File: config.mk
export PLATFORM = sky130hd
export DESIGN_NAME = fir_seq_ctrl_flat
export DESIGN_NICKNAME = d
export VERILOG_FILES = /design/src/rtl/fir_seq_pkg.sv /design/src/rtl/fir_seq_ctrl_if.sv /design/src/rtl/fir_seq_ctrl_strobe_sync.sv /design/src/rtl/fir_seq_ctrl.sv /design/src/flat_wrapper.sv
export SDC_FILE = /design/constraint.sdc
export NUM_CORES = 1
export LEC_CHECK = 0
export ABC_AREA = 0
export BUFFER_PORTS_ARGS = -buffer_cell sky130_fd_sc_hd__buf_2
export CAP_MARGIN = 0
export CELL_PAD_IN_SITES_DETAIL_PLACEMENT = 1
export CELL_PAD_IN_SITES_GLOBAL_PLACEMENT = 1
export CORE_AREA = 4 4 54 80
export CTS_BUF_LIST = sky130_fd_sc_hd__clkbuf_16
export DETAILED_ROUTE_END_ITERATION = 10
export DIE_AREA = 0 0 58 84
export PLACE_DENSITY_LB_ADDON = 0.1
export SLEW_MARGIN = 0
export SYNTH_ARGS = -nofsm -noshare
export SYNTH_HDL_FRONTEND = slang
export SYNTH_SLANG_ARGS = --single-unit
export TNS_END_PERCENT = 5
File: constraint.sdc
create_clock -name clk -period 5.04 [get_ports clk]
set_clock_uncertainty 0.15 [all_clocks]
set_input_delay 0.252 -clock clk [delete_from_list [all_inputs] [get_ports clk]]
set_output_delay 0.252 -clock clk [all_outputs]
set_load 0.1 [all_outputs]
File: src/rtl/fir_seq_pkg.sv
// Shared types and default widths for the FIR sequencer slice.
package fir_seq_pkg;

  localparam int DW_DEF          = 8;
  localparam int OW_DEF          = 11;
  localparam int N_TAPS_DEF      = 4;
  localparam int FIR_LATENCY_DEF = 2;
  localparam int CNT_W           = 4;

  typedef enum logic [2:0] {
    S_IDLE,
    S_COEF,
    S_SAMPLE,
    S_WAIT,
    S_OUT
  } state_t;

endpackage

File: src/rtl/fir_seq_ctrl_if.sv
// Host pins, FIR datapath handshake and result signals of the sequencer.
interface fir_seq_ctrl_if #(
  parameter int DW = 8,
  parameter int OW = 11
);
  logic [DW-1:0] in_data;
  logic          in_strobe;
  logic          in_mode;
  logic [DW-1:0] fir_x_n;
  logic          fir_tvalid;
  logic          fir_set_coeffs;
  logic [OW-1:0] fir_y_n;
  logic [OW-1:0] y_data;
  logic          y_valid;
  logic          coef_ready;
  logic          busy;
  logic          overrun;

  modport master (
    output in_data, in_strobe, in_mode, fir_y_n,
    input  fir_x_n, fir_tvalid, fir_set_coeffs, y_data, y_valid,
           coef_ready, busy, overrun
  );

  modport slave (
    input  in_data, in_strobe, in_mode, fir_y_n,
    output fir_x_n, fir_tvalid, fir_set_coeffs, y_data, y_valid,
           coef_ready, busy, overrun
  );
endinterface

File: src/rtl/fir_seq_ctrl_strobe_sync.sv
// Two-flop synchroniser for the pin-level strobe plus rising-edge detect.
module strobe_sync (
  input  logic clk,
  input  logic rst_n,
  input  logic strobe,
  output logic ev
);
  // [0],[1] are the synchroniser, [2] delays [1] for edge detection
  logic [2:0] sh;

  always_ff @(posedge clk or negedge rst_n) begin
    if (!rst_n) sh <= '0;
    else        sh <= {sh[1:0], strobe};
  end

  assign ev = sh[1] & ~sh[2];
endmodule

File: src/rtl/fir_seq_ctrl.sv
// Byte sequencer: steers host bytes to FIR coefficient or sample path,
// paces one sample in flight and captures the FIR result.
module fir_seq_ctrl
  import fir_seq_pkg::*;
#(
  parameter int N_TAPS      = N_TAPS_DEF,
  parameter int FIR_LATENCY = FIR_LATENCY_DEF,
  parameter int DW          = DW_DEF,
  parameter int OW          = OW_DEF
) (
  input  logic           clk,
  input  logic           rst_n,
  fir_seq_ctrl_if.slave  bus
);
  localparam int IDX_W = (N_TAPS > 1) ? $clog2(N_TAPS) : 1;

  state_t             state, state_nxt;
  logic               ev;
  logic [IDX_W-1:0]   coef_idx;
  logic [CNT_W-1:0]   lat_cnt;
  logic               coef_ready;
  logic               overrun;
  logic [DW-1:0]      x_q;
  logic [OW-1:0]      y_q;
  logic               y_vld;

  logic idle, acc_coef, acc_smp, abort, drop, last_byte, cap;

  strobe_sync u_sync (
    .clk    (clk),
    .rst_n  (rst_n),
    .strobe (bus.in_strobe),
    .ev     (ev)
  );

  assign idle      = (state == S_IDLE);
  assign acc_coef  = idle && ev && bus.in_mode;
  assign abort     = idle && ev && !bus.in_mode && (coef_idx != '0);
  assign acc_smp   = idle && ev && !bus.in_mode && (coef_idx == '0) && coef_ready;
  assign drop      = ev && !acc_coef && !acc_smp;
  assign last_byte = (coef_idx == IDX_W'(N_TAPS - 1));
  assign cap       = (state == S_WAIT) && (lat_cnt == '0);

  always_ff @(posedge clk or negedge rst_n) begin
    if (!rst_n) state <= S_IDLE;
    else        state <= state_nxt;
  end

  always_comb begin
    state_nxt = state;
    case (state)
      S_IDLE: begin
        if (acc_coef)     state_nxt = S_COEF;
        else if (acc_smp) state_nxt = S_SAMPLE;
      end
      S_COEF:   state_nxt = S_IDLE;
      S_SAMPLE: state_nxt = S_WAIT;
      S_WAIT:   if (lat_cnt == '0) state_nxt = S_OUT;
      S_OUT:    state_nxt = S_IDLE;
      default:  state_nxt = S_IDLE;
    endcase
  end

  // first byte of a load clears coef_ready (it is never the last unless N_TAPS==1)
  always_ff @(posedge clk or negedge rst_n) begin
    if (!rst_n) begin
      coef_idx   <= '0;
      coef_ready <= 1'b0;
      overrun    <= 1'b0;
      x_q        <= '0;
    end else begin
      if (acc_coef) begin
        x_q        <= bus.in_data;
        coef_idx   <= last_byte ? '0 : coef_idx + IDX_W'(1);
        coef_ready <= last_byte;
      end else if (abort) begin
        coef_idx   <= '0;
        coef_ready <= 1'b0;
      end
      if (acc_smp) x_q     <= bus.in_data;
      if (drop)    overrun <= 1'b1;
    end
  end

  // WAIT lasts FIR_LATENCY cycles; result is captured on its last cycle
  always_ff @(posedge clk or negedge rst_n) begin
    if (!rst_n) begin
      lat_cnt <= '0;
      y_q     <= '0;
      y_vld   <= 1'b0;
    end else begin
      if (state == S_SAMPLE)                 lat_cnt <= CNT_W'(FIR_LATENCY - 1);
      else if (state == S_WAIT && !cap)      lat_cnt <= lat_cnt - CNT_W'(1);
      y_vld <= cap;
      if (cap) y_q <= bus.fir_y_n;
    end
  end

  assign bus.fir_x_n        = x_q;
  assign bus.fir_tvalid     = (state == S_SAMPLE);
  assign bus.fir_set_coeffs = (state == S_COEF);
  assign bus.y_data         = y_q;
  assign bus.y_valid        = y_vld;
  assign bus.coef_ready     = coef_ready;
  assign bus.busy           = !idle;
  assign bus.overrun        = overrun;
endmodule

File: src/flat_wrapper.sv
// flat-port wrapper written by rule: the top's interface ports become plain ports
module fir_seq_ctrl_flat import fir_seq_pkg::*;
#(
  parameter int N_TAPS      = N_TAPS_DEF,
  parameter int FIR_LATENCY = FIR_LATENCY_DEF,
  parameter int DW          = DW_DEF,
  parameter int OW          = OW_DEF
)
  (clk, rst_n, bus_in_data, bus_in_strobe, bus_in_mode, bus_fir_y_n, bus_fir_x_n, bus_fir_tvalid, bus_fir_set_coeffs, bus_y_data, bus_y_valid, bus_coef_ready, bus_busy, bus_overrun);
  fir_seq_ctrl_if #(.DW(DW), .OW(OW)) bus_i ();
  input  logic clk;
  input  logic rst_n;
  input wire logic [$bits(bus_i.in_data)-1:0] bus_in_data;
  input wire logic [$bits(bus_i.in_strobe)-1:0] bus_in_strobe;
  input wire logic [$bits(bus_i.in_mode)-1:0] bus_in_mode;
  input wire logic [$bits(bus_i.fir_y_n)-1:0] bus_fir_y_n;
  output wire logic [$bits(bus_i.fir_x_n)-1:0] bus_fir_x_n;
  output wire logic [$bits(bus_i.fir_tvalid)-1:0] bus_fir_tvalid;
  output wire logic [$bits(bus_i.fir_set_coeffs)-1:0] bus_fir_set_coeffs;
  output wire logic [$bits(bus_i.y_data)-1:0] bus_y_data;
  output wire logic [$bits(bus_i.y_valid)-1:0] bus_y_valid;
  output wire logic [$bits(bus_i.coef_ready)-1:0] bus_coef_ready;
  output wire logic [$bits(bus_i.busy)-1:0] bus_busy;
  output wire logic [$bits(bus_i.overrun)-1:0] bus_overrun;
  assign bus_i.in_data = bus_in_data;
  assign bus_i.in_strobe = bus_in_strobe;
  assign bus_i.in_mode = bus_in_mode;
  assign bus_i.fir_y_n = bus_fir_y_n;
  assign bus_fir_x_n = bus_i.fir_x_n;
  assign bus_fir_tvalid = bus_i.fir_tvalid;
  assign bus_fir_set_coeffs = bus_i.fir_set_coeffs;
  assign bus_y_data = bus_i.y_data;
  assign bus_y_valid = bus_i.y_valid;
  assign bus_coef_ready = bus_i.coef_ready;
  assign bus_busy = bus_i.busy;
  assign bus_overrun = bus_i.overrun;
  fir_seq_ctrl #(.N_TAPS(N_TAPS), .FIR_LATENCY(FIR_LATENCY), .DW(DW), .OW(OW)) u_core (.clk(clk), .rst_n(rst_n), .bus(bus_i));
endmodule
* Word level (Yosys, flattened, before mapping)
Cells that the tools add are included.
Operators by class: add/sub/neg operators 2, multiply operators 0, divide/modulo/power cells 0, magnitude comparators 0, equality and inequality tests 6, shift operators 0, multiplexer cells 13, bitwise operators 2, reductions and logical operators 23
Operators by type and width (count):
- $mux 8 | 2
- $logic_and 1x1->1 | 10
- $mux 3 | 3
- $pmux 3 s3 | 1
- $mux 4 | 2
- $reduce_bool 2->1 | 4
- $eq 3x2->1 const B | 2
- $mux 2 | 3
- $logic_not 1->1 | 5
- $logic_not 4->1 | 1
- $sub 4x1->4 const B | 1
- $eq 3x1->1 const B | 1
- $logic_not 3->1 | 1
- $ne 3x3->1 const B | 1
- $add 2x1->2 const B | 1
- $eq 2x2->1 const B | 1
- $logic_not 2->1 | 1
- $mux 1 | 2
- $ne 2x2->1 const B | 1
- $reduce_and 2->1 | 1
- $and 1x1->1 | 1
- $not 1->1 | 1
Word-level totals: bits in registers 34, bits in latches 0, RAM bits 0, ROM bits 0, input bits 23, output and inout bits 25, logic and storage cells 55, memories 0

* Depth between registers and ports, before layout
depth after elaboration 9, depth in mapped cells 7, gate-level depth less buffers 5

* Hierarchy
From an unflattened synthesis, not the netlist that was laid out.
Unflattened totals: cell total of the unflattened synthesis 106, area total of the unflattened synthesis 1468.9 µm²
Modules (own cells, without submodules):
- fir_seq_ctrl | times used 1, cells each 102, area an instance 1380.1 µm², sequential area each 775.7 µm²
- strobe_sync | times used 1, cells each 4, area an instance 88.8 µm², sequential area each 75.1 µm²

* Least setup slack after synthesis
Ideal clock, no wire load.
kind reg-to-output, start register u_core.state[1], end output bus_fir_set_coeffs, arrival time 2627 ps, required time 4638 ps, path slack 2011 ps, stages on the path, launching flop included 2, buffers on the path 0, path through dfrtp_1 -> nor3b_1
On the way: word-level cells in the longest chain between the ends 1
RTL lines:
- from (decl) | line fir_seq_ctrl.sv:17 | state_t state, state_nxt;
- from (signal assigned) | line fir_seq_ctrl.sv:46 | else state <= state_nxt;
- $eq 3x1->1 | line fir_seq_ctrl.sv:101 | assign bus.fir_set_coeffs = (state == S_COEF);
- to (decl) | line flat_wrapper.sv:19 | output wire logic [$bits(bus_i.fir_set_coeffs)-1:0] bus_fir_set_coeffs;
No other way between the ends.

* Worst setup path in the final report
start register u_core.lat_cnt[0], end register u_core.y_q[8], in the netlist u_core.bus.y_data[8]
On the way: word-level cells in the longest chain between the ends 2
RTL lines:
- from (decl) | line fir_seq_ctrl.sv:20 | logic [CNT_W-1:0] lat_cnt;
- from (signal assigned) | line fir_seq_ctrl.sv:92 | if (state == S_SAMPLE) lat_cnt <= CNT_W'(FIR_LATENCY - 1);
- from (signal assigned) | line fir_seq_ctrl.sv:93 | else if (state == S_WAIT && !cap) lat_cnt <= lat_cnt - CNT_W'(1);
- $logic_not 4->1 | line fir_seq_ctrl.sv:42 | assign cap = (state == S_WAIT) && (lat_cnt == '0);
- $logic_and 1x1->1 | line fir_seq_ctrl.sv:42
- to (signal assigned) | line fir_seq_ctrl.sv:95 | if (cap) y_q <= bus.fir_y_n;
- to (decl) | line fir_seq_ctrl.sv:24 | logic [OW-1:0] y_q;
No other way between the ends. A chain may end at the register's enable or synchronous reset.

==> results.ini <==
[run_status]
status=finished clean

[timing]
max_freq_ghz=0.448
min_period_ns=2.23
fin_tns_setup_ns=0
hold_viol=0
max_slew_margin_pct=50.2
setup_violations=0
final_max_slew_viol_count=0
rsz0062_at_grt=no
period_share_pct=44.2
tightest_slew_ns=0.747

[layout]
drive_gt1_share_pct=48.8
final_cells=203
seqCellArea_um2=851
multi_input_area_um2=564
layout.nets=186
area_delta_synth_final_pct=30.8
layout_commonest_cell=buf_2
antennaDiodeCount=0
fill_cells=396
layout_common_cells=47 x buf_2, 34 x dfrtp_1, 10 x mux2_2

[power_and_ir_drop]
p_per_area_nw_per_um2=693
total_power_uw=1330
leakagePower_uw=0.000946
vdd_drop_max_v=0.000561

[detailed_routing]
vias=1012
viasPerCell=4.99
wl_per_cell_um=16.3
dr.pass1.iters=2
route.detailed.drc=0
wl_um=3310
drt_iter0_drc=17
drtAntennaViolNets=0

[global_routing]
gr-total-overflow=0
grt_antenna_before_repair=0
grt_pass1_vias=1209
grt_max_degree=35
grt.total_usage_pct=15.7
grt_pass1_wl_um=5700

[clocking]
clkSinkCount=34
cts-root-buf=clkbuf_16
max-clock-path-buffers=2
worstSkewPairLatency_ns=0.28
cts_setup_buffers=0
htreeDepth=2
cts_buffers=5
cts_tree=done
clk_pin_slew_ns=0.06

[logic_synthesis]
synth_area_leaders=dfrtp_1 58%, mux2_4 9.2%, mux2_2 7.7%
synth-seq-area-share_pct=58.2
ys_warn_count=0
synth_seq_cells=34
syn-num-nets=132
ys_types=29
synth_top_area_share_pct=58.2
syn-instance-count=105
syn_area_um2=1460
yosysTopAreaCell=dfrtp_1
syn_avg_cell_area_um2=13.9

[critical_path]
critPathMaxFanout=12
start_kind=flop
critPathSlowestCell=or3b_1
crit_buf_inv=1
endpoint_kind=flop
worstPathCellList=inv_1 > ha_1 > or3b_1 > nor2_4 > mux2_2
crit_type=reg -> reg
path_delay_family=simple AND/OR/NAND/NOR gates
worstPathRequired_ns=5.05
critPathArrivalTime_ns=2.24
max_stage_delay_ns=0.46

[die]
die_h_um=84
initial_core_util_pct=40.1
core_um2=3650
die_area_um2=4870
io_pins=48
die_width_um=58
rows=27

[job]
maxCapViolCount=0

[place]
place_inst=193
hpwl_um=2320
port_buffers=47
gp_congestion=0.724

[worst_hold_path]
hp-class=in -> reg

## final timing paths
path                                startpoint                    end  slack [ns]  cells past startpoint
setup / recovery             u_core.lat_cnt[0]   u_core.bus.y_data[8]        2.81                      5
hold / removal                  bus_fir_y_n[9]   u_core.bus.y_data[9]        0.05                      2
setup reg to reg             u_core.lat_cnt[0]   u_core.bus.y_data[8]        2.81                      5
hold reg to reg            u_core.u_sync.sh[0]    u_core.u_sync.sh[1]        0.20                      0
max in group asynchronous                rst_n  u_core.bus.coef_ready        3.83                      2
min in group asynchronous                rst_n      u_core.lat_cnt[2]        0.42                      2
## synthesized netlist by cell type (all sizes together)
cell type / n
or3b: 2
nor2: 4
or3: 1
inv: 6
buf: 2
nor2b: 1
nor3: 4
dfrtp: 34
nand3: 3
nor3b: 2
nand2b: 4
mux2: 19
nand2: 3
a21oi: 4
mux2i: 2
a22o: 3
nand3b: 1
o21ai: 3
and3b: 1
o31ai: 1
and3: 1
ha: 4
## power by group
group / switching [uW] / total (uW) / internal [uW]
logic: 483 / 605 / 122
registers: 43.2 / 377 / 334
clock network: 112 / 344 / 231
## metrics by stage
| stage | hold slack [ns] | worst slack, ns | util (%) | instance area [um^2] |
|---|---|---|---|---|
| finish | 0.0513 | 2.81 | 52.4 | 1910 |
| global route | 0.0446 | 2.73 | 52.4 | 1910 |
| CTS | 0.0450 | 2.81 | 52.4 | 1910 |
| detailed placement | 0.189 | 2.83 | 47.3 | 1730 |
| global placement | 0.187 | 2.94 | 47.3 | 1730 |
| floorplan | -0.194 | 2.01 | - | 1460 |
## routing by layer
layer	vias up	share of wire (%)	GRT usage (%)
met4	0	1.4	7.38
met5	-	0	0
met1	511	37	16.9
met3	4	4.3	3.87
met2	26	58	27.7
li1	471	-	-
## kinds of logic after synthesis
kind of cell | after synthesis | share of synthesized area [%]
flip-flops | 34 | 58.2
buffers and inverters | 8 | 3.25
multiplexers | 21 | 18.3
adder cells (fa/ha/maj) | 4 | 3.42
AO/OA/AOI/OAI | 11 | 4.71
AND/OR/NAND/NOR | 27 | 12.1
## worst register-to-register path, stage by stage (launching register included)
cell and delay, ns:
dfrtp_1 0.40, inv_1 0.12, ha_1 0.17, or3b_1 0.46, nor2_4 0.41, mux2_2 0.40
## final cells by class
type | count | share of cell area, %
Timing Repair Buffer | 49 | 13.3
Clock buffer | 5 | 6.54
Tap cell | 43 | 2.81
Sequential cell | 34 | 44.5
Inverter | 6 | 1.18
Clock inverter | 3 | 2.16
Multi-Input combinational cell | 63 | 29.5
## flip-flops by register name (all words and copies together) (netlist names)
signal and flops:
u_core.bus.coef_ready 1, u_core.bus.fir_x_n 8, u_core.bus.overrun 1, u_core.bus.y_data 11
u_core.bus.y_valid 1, u_core.coef_idx 2, u_core.lat_cnt 4, u_core.state 3
u_core.u_sync.sh 3
## repair_timing
action / CTS / global route
endpoints found under the hold margin: 35 / 0
hold buffers: 2 / 0
resized for setup: 0 / 0
Power figures use the tool's default switching activity.
